$ cat config.mk
export PLATFORM = sky130hd
export DESIGN_NAME = lsu_bus_master
export DESIGN_NICKNAME = d
export VERILOG_FILES = /design/src/rtl/lsu_pkg.sv /design/src/rtl/bus_timeout_ctr.sv /design/src/rtl/lsu_bus_master.sv
export SDC_FILE = /design/constraint.sdc
export NUM_CORES = 1
export LEC_CHECK = 0
export CAP_MARGIN = 10
export CORE_ASPECT_RATIO = 0.6
export CORE_UTILIZATION = 41
export DETAILED_ROUTE_END_ITERATION = 7
export GPL_TIMING_DRIVEN = 0
export PLACE_DENSITY = 0.87
export REMOVE_ABC_BUFFERS = 1
export SYNTH_ARGS = -nofsm -noshare
export SYNTH_HDL_FRONTEND = slang
export SYNTH_SLANG_ARGS = --single-unit
$ cat constraint.sdc
create_clock -name Clock -period 1.6 [get_ports Clock]
set_input_delay 0.32 -clock Clock [delete_from_list [all_inputs] [get_ports Clock]]
set_output_delay 0.32 -clock Clock [all_outputs]
set_load 0.05 [all_outputs]
$ cat src/rtl/lsu_pkg.sv
// Shared types and bus device map for the load/store unit.
// Device codes occupy address bits [15:12].
package lsu_pkg;

  typedef enum logic [1:0] {
    IDLE,
    REQ,
    RESP
  } lsu_state_t;

  localparam logic [3:0] DEV_MEM  = 4'h0;
  localparam logic [3:0] DEV_FP   = 4'h1;
  localparam logic [3:0] DEV_HEX  = 4'h2;
  localparam logic [3:0] DEV_SW   = 4'h3;
  localparam logic [3:0] DEV_LEDR = 4'h4;
  localparam logic [3:0] DEV_KEY  = 4'h5;

endpackage

$ cat src/rtl/bus_timeout_ctr.sv
// Saturating cycle counter that flags a hung bus transaction.
// TIMEOUT of zero never expires.
module bus_timeout_ctr #(
  parameter int TIMEOUT = 255
) (
  input  logic Clock,
  input  logic Reset,
  input  logic clear,
  input  logic enable,
  output logic expired
);

  localparam int W = (TIMEOUT > 0) ? $clog2(TIMEOUT + 1) : 1;
  localparam logic [W-1:0] LIMIT = W'((TIMEOUT > 0) ? TIMEOUT - 1 : 0);

  logic [W-1:0] count;

  always_ff @(posedge Clock) begin
    if (Reset || clear) begin
      count <= '0;
    end else if (enable && (count != '1)) begin
      count <= count + W'(1);
    end
  end

  assign expired = (TIMEOUT != 0) && enable && (count == LIMIT);

endmodule

$ cat src/rtl/lsu_bus_master.sv
// Memory-stage bus master: one load/store at a time, strobe held
// until DataDone, load result handed to writeback, timeout abort.
module lsu_bus_master
  import lsu_pkg::*;
#(
  parameter int TIMEOUT = 255,
  parameter int DEST_W  = 3
) (
  input  logic              Clock,
  input  logic              Reset,
  input  logic              ReqValid,
  input  logic              ReqWrite,
  input  logic [15:0]       ReqAddr,
  input  logic [15:0]       ReqData,
  input  logic [DEST_W-1:0] ReqDest,
  output logic              ReqReady,
  output logic              Stall,
  output logic              ReadData,
  output logic              WriteData,
  output logic [15:0]       DataAddr,
  output logic [15:0]       BusIn,
  input  logic [15:0]       BusOut,
  input  logic              DataDone,
  output logic              RespValid,
  output logic [15:0]       RespData,
  output logic [DEST_W-1:0] RespDest,
  input  logic              RespReady,
  output logic              BusError
);

  lsu_state_t state;
  lsu_state_t state_nx;

  logic              lat_write;
  logic [DEST_W-1:0] lat_dest;
  logic              accept;
  logic              in_req;
  logic              done;
  logic              expired;
  logic              abort;

  assign accept = (state == IDLE) && ReqValid;
  assign in_req = (state == REQ);
  assign done   = in_req && DataDone;
  // DataDone on the expiry cycle still counts as a clean completion
  assign abort  = expired && !DataDone;

  bus_timeout_ctr #(
    .TIMEOUT (TIMEOUT)
  ) u_ctr (
    .Clock   (Clock),
    .Reset   (Reset),
    .clear   (accept),
    .enable  (in_req),
    .expired (expired)
  );

  always_ff @(posedge Clock) begin
    if (Reset) begin
      state <= IDLE;
    end else begin
      state <= state_nx;
    end
  end

  always_comb begin
    state_nx = state;
    unique case (state)
      IDLE: begin
        if (ReqValid) state_nx = REQ;
      end
      REQ: begin
        if (done || abort) begin
          state_nx = lat_write ? IDLE : RESP;
        end
      end
      RESP: begin
        if (RespReady) state_nx = IDLE;
      end
      default: state_nx = IDLE;
    endcase
  end

  always_ff @(posedge Clock) begin
    if (Reset) begin
      DataAddr  <= '0;
      BusIn     <= '0;
      lat_write <= 1'b0;
      lat_dest  <= '0;
      RespData  <= '0;
      RespDest  <= '0;
      BusError  <= 1'b0;
    end else begin
      if (accept) begin
        DataAddr  <= ReqAddr;
        BusIn     <= ReqData;
        lat_write <= ReqWrite;
        lat_dest  <= ReqDest;
      end
      if (done && !lat_write) begin
        RespData <= BusOut;
        RespDest <= lat_dest;
      end else if (abort && !lat_write) begin
        RespData <= '0;
        RespDest <= lat_dest;
      end
      if (abort) BusError <= 1'b1;
    end
  end

  assign ReqReady  = (state == IDLE);
  assign Stall     = ReqValid && !ReqReady;
  assign ReadData  = in_req && !lat_write;
  assign WriteData = in_req && lat_write;
  assign RespValid = (state == RESP);

endmodule

==> flow_summary.ini <==
[status]
run_status = complete, but fails checks
violations = setup timing

[pwr]
vdd_ir_drop_max_v = 0.000612
p_leak_nw = 1.68
powerDensity_nw_per_um2 = 1060

[sta]
fmax_mhz = 624
setup_viol = 1
fin_crit_sh_pct = 100
worst_slew_pin_slew_ps = 857
rsz0062_at_grt = true
fin_skew_ps = 7.21
worst_slack_ps = -2.25
relSlewSlack_pct = 42.9
finalMaxSlewViolations = 0
hold_viol_final = 0
min_period_ps = 1600
timing.setup.tns_ps = -2.25

[setup_path]
cp-end-kind = primary output
startpoint_type = register
path_max_fanout = 5
criticalPathCategory = reg2out
worstRegToRegCells = 4
arrival_ps = 1280
r2r_slack_ps = 70
critical_path_required_ps = 1280

[cells_and_area]
fin_cells = 479
final_nets = 453
layout_common_cells = nand2_1 (74), dfxtp_1 (61), clkdlybuf4s50_1 (55)
syn_to_final_growth_pct = 59.3
fillCellCount = 479
drive_gt1_share_pct = 11.5
diodes = 0
final_common_cell = nand2_1

[clock_network]
clkTransAtPathRegs_ps = 70
cts.sinks = 66
clock_tree.root_cell = clkbuf_8
cts_tree = built
clockBufferDepth = 2
clock_latency_ps = 340
cts_max_level = 3
cts_made_buffers = 9
ctsHoldBuffers = 0

[logic_synthesis]
seq_area_frac_synth_pct = 54.4
synth-async-reset-ratio_pct = 0
synth_cells = 278
synth.avg_cell_area_um2 = 8.74
synth_top_cell_by_area = dfxtp_1
yosysWarnings = 0
synth_edf_count = 0
synth_top_area_share_pct = 54.4
synth_seq_cells = 66
ys_types = 36
ys_top_cells_by_area = dfxtp_1 (54%), nand2_1 (12%), a21oi_1 (8.9%)
synth_flop_cell = dfxtp_1
netlist_area_um2 = 2430

[floorplan]
core_um2 = 5650
die_area_um2 = 6250
fp.dieH_um = 61.6
num_io_pins = 114
die_w_um = 101
start_util_pct = 43.0
fp-row-count = 21

[route]
wl_per_cell_um = 13.2
via_per_inst = 4.91
postRouteAntennaNets = 0
drc = 0
wl_um = 6320
via_count = 2352
dr.first_iter.drc_count = 123
drt_first_pass_iters = 4

[place]
hpwlAfterDp_um = 4340
dp_cells = 456
port_buffers = 113
place_ws_ps = -842
gp_congestion = 0.793

[global_routing]
grt_pass1_vias = 2055
grt_overflow = 0
antenna_found_initial = 0
grt.total_usage_pct = 19.8
grt_max_degree = 46
grt_pass1_wl_um = 9190

[hold_path]
min_path_cells = 2
hold_path_class = reg2reg

[run]
max-cap-violations = 0
repair_timing:
| item | in CTS | in global routing |
|---|---|---|
| endpoints found under the hold margin | 0 | 0 |
| setup buffers | 3 | 4 |
| endpoints found under the setup margin | 118 | 54 |
| pin swaps | 2 | 1 |
| resized for setup | 83 | 21 |
final cells by class:
class	count	area (um2)	share of cell area, %
Inverter	6	27.5	0.712
Clock inverter	5	86.3	2.23
Tap cell	80	100	2.59
Timing Repair Buffer	120	1140	29.5
Multi-Input combinational cell	191	1050	27.0
Sequential cell	66	1330	34.3
Clock buffer	11	141	3.65
where the power goes:
part | internal [W] | switching, W
Clock | 0.000931 | 0.000639
Sequential | 0.00172 | 0.0000415
Combinational | 0.000293 | 0.000487
sequential cells by signal, indices dropped and copies added (netlist names):
register,count
RespData,16
BusError,1
state,2
u_ctr.count,8
lat_dest,3
BusIn,16
lat_write,1
RespDest,3
DataAddr,16
layer usage:
metal	track usage (%)	share of wire, %
met5	0	0
met4	6.42	0.90
met3	13.5	14
met2	31.7	44
met1	21.5	42
cell usage after synthesis, types with 2 or more instances:
cell type / number
or3_1: 3
nor2b_1: 2
and2_1: 4
a21oi_1: 43
inv_1: 6
ha_1: 2
xnor2_1: 2
a22o_1: 16
nor2_1: 11
buf_2: 5
clkbuf_1: 9
dfxtp_1: 66
nand3_1: 6
xor2_1: 2
o21ai_0: 6
nand2_1: 75
logic make-up (layout without fill, tap and decap cells):
logic type / Yosys count / after routing / share of synthesized area [%]
xor+xnor: 4 / 4 / 1.44
flops: 66 / 66 / 54.4
mux: 1 / 1 / 0.412
compound gates: 74 / 74 / 19.2
simple gates: 110 / 110 / 19.9
fa+ha+maj: 2 / 2 / 1.03
buf+inv: 21 / 142 / 3.66
through the flow:
stage / cell area, um2 / util, % / hold WS, ps / total power (W)
floorplan: 2360 / - / 389 / 0.00224
global placement: 3590 / 63.6 / 441 / 0.00258
detailed placement: 3590 / 63.5 / 446 / 0.00259
CTS: 3820 / 67.6 / 454 / 0.00413
global route: 3870 / 68.5 / 471 / 0.00429
finish: 3870 / 68.5 / 451 / 0.00412
worst max-delay path: stages (launching register included):
cell	delay, ps
dfxtp_2	370
and2b_2	260
nand2b_4	120
inv_6	50
buf_8	140
worst paths after layout:
kind / start / endpoint
max: state[1] / ReadData
min: BusIn[8] / BusIn[8]
max reg2reg: state[1] / u_ctr.count[7]
min reg2reg: BusIn[8] / BusIn[8]
No activity file was read; power rests on OpenSTA's default activity.
==> variant (config.mk and constraints unchanged) <==
Register the output `BusError` once more, cleared by the reset; this adds one clock of latency there. The other outputs are not delayed to match.
--- a/src/rtl/lsu_bus_master.sv
+++ b/src/rtl/lsu_bus_master.sv
@@ -28,4 +28,6 @@
   output logic              BusError
 );
+
+  logic BusError_s0;
 
   lsu_state_t state;
@@ -90,5 +92,5 @@
       RespData  <= '0;
       RespDest  <= '0;
-      BusError  <= 1'b0;
+      BusError_s0 <= 1'b0;
     end else begin
       if (accept) begin
@@ -105,5 +107,5 @@
         RespDest <= lat_dest;
       end
-      if (abort) BusError <= 1'b1;
+      if (abort) BusError_s0 <= 1'b1;
     end
   end
@@ -115,4 +117,12 @@
   assign RespValid = (state == RESP);
 
+  always_ff @(posedge Clock) begin
+    if (Reset) begin
+      BusError <= '0;
+    end else begin
+      BusError <= BusError_s0;
+    end
+  end
+
 endmodule
 
Behaviour: same outputs for any inputs over 10 cycles, from zero or initial values and one cycle with Reset high; that may be too few to reach the edited logic, so the function may still have changed.
==> variant against the unedited design <==
  * The flow still finishes with violations (negative setup slack)
  * Total power down 4.4%
  * Combinational power shrank 0.6%
  * Area after synthesis increased by 1.1%
  * Worst setup slack worse by 63 ps
  * Critical path depth did not move
  * Routed wire length increased by 3.4%
  * Design area decreased by 1.0%
  * Non-clock buffer count decreased by 2
  * Via count grew 2.0%
  * Sequential cell count grew 1
  * Core utilization is 1.0 points lower
  * Final cell count did not move
==> variant: results (changes against the unedited design) <==
placement:
  port-buffer-count: 113  # unchanged
  dpl_cell_area_mm2: 0.00361  # +0.73%
  hpwl_um: 4420  # +1.8%
  detailedPlace.worstSlack_ps: -835  # +6.26 ps
  gp_congestion: 0.815  # +2.8%
  post-place-cells: 458  # +0.44%
sta:
  skew_ps: 11.1  # +3.84 ps
  hold_slack_ps: 452  # +1.42 ps
  final-setup-viol-count: 1  # unchanged
  relSlewSlack_pct: 40.6  # -2.2 points
  tns_ps: -65.1  # -62.9 ps
  slew_viol_final: 0  # unchanged
  fin_ws_ps: -65.1  # -62.9 ps
cts:
  htreeDepth: 3  # unchanged
  path_clk_slew_ps: 70  # about the same
  clkLatencyLatePin_ps: 330
  cts_resized: 93  # +12%
  cts.path.max_buffers: 2  # unchanged
synth:
  ys_async_sr_fraction_pct: 0  # unchanged
  yosysSeqAreaShare_pct: 54.6  # +0.23 points
  synthTopCellsByArea: "dfxtp_1 55%, nand2_1 11%, a21oi_1 8.8%"
  synthCells: 280  # +0.72%
  yosys-top-cells-count: "75 x nand2_1, 67 x dfxtp_1, 43 x a21oi_1"
outcome:
  outcome: "finished, violations left"
  violations: "negative setup slack"
setup_path:
  reg2reg_depth: 4  # unchanged
  crit_start: "state[1]$_SDFFE_PP0P_"
  ff2ff_setup_slack_ps: 40  # -30 ps
  worstReg2RegEnd: "u_ctr.count[4]$_SDFFE_PP0P_"
  critPathCapture: "WriteData"
  critPathArrivalTime_ps: 1350  # +70 ps
detailed_routing:
  m1WireLength_um: 2770  # +4.7%
  wire_per_inst_um: 13.6  # +3.4%
  met3_length_um: 772  # -9.7%
  drtIter0Drc: 103  # -16%
  via_per_inst: 5.01  # +2.0%
  wl_met2_um: 2910  # +5.5%
  drtPass1Iterations: 4  # unchanged
  wl_um: 6540  # +3.4%
power_and_ir_drop:
  p_sw_mw: 1.19  # +1.7%
  peakVddDrop_mv: 0.583  # -4.7%
  p_leak_nw: 1.67  # -0.92%
  seq-power_mw: 1.79
  p_comb_share_pct: 19.7  # +0.7 points
  internal_power_mw: 2.75  # -6.8%
hold_path:
  min_from: "BusIn[8]$_SDFFE_PP0P_"
  hold_class: "flip-flop to flip-flop"
grt:
  grtUsageMet3_pct: 10.6  # -2.9 points
  first_global_vias: 2161  # +5.2%
  grt_first_pass_wirelength_um: 9760  # +6.2%
  met1_usage_pct: 22.8  # +1.3 points
  use_met2_pct: 34.5  # +2.8 points
  grt_max_degree: 47  # +2.2%
  antenna_found_initial: 0  # unchanged
  grtUsageTotal_pct: 20.8  # +0.96 points
finish:
  reg.largest.list: "BusIn x16, DataAddr x16, RespData x16"
  layout-drive-gt1-share_pct: 10.5  # -1.0 points
  fillCellCount: 484  # +1.0%
## variant: changes by cell type after synthesis
cell     before  now
nor2b_1       2    3
dfxtp_1      66   67
## variant: cells by family after synthesis
kind of cell / count (synthesis) / share of synthesized area (%)
multiplexers: 1 / 0.408
buffers and inverters: 21 / 3.62
AND/OR/NAND/NOR: 111 / 19.9
XOR/XNOR: 4 / 1.43
adder cells (fa/ha/maj): 2 / 1.02
AO/OA/AOI/OAI: 74 / 19.0
flip-flops: 67 / 54.6
## variant: critical path: stages (launching register included)
cell and delay (ps):
dfxtp_2 350, and2b_2 260, buf_6 130, and2_4 140, buf_6 140
## variant: final cells by class
| type | instances | area, µm² | area share, % |
|---|---|---|---|
| Sequential cell | 67 | 1350 | 35.2 |
| Timing Repair Buffer | 118 | 1110 | 29.1 |
| Multi-Input combinational cell | 192 | 1050 | 27.4 |
| Clock buffer | 9 | 124 | 3.24 |
| Tap cell | 80 | 100 | 2.61 |
| Clock inverter | 7 | 68.8 | 1.80 |
| Inverter | 6 | 27.5 | 0.719 |
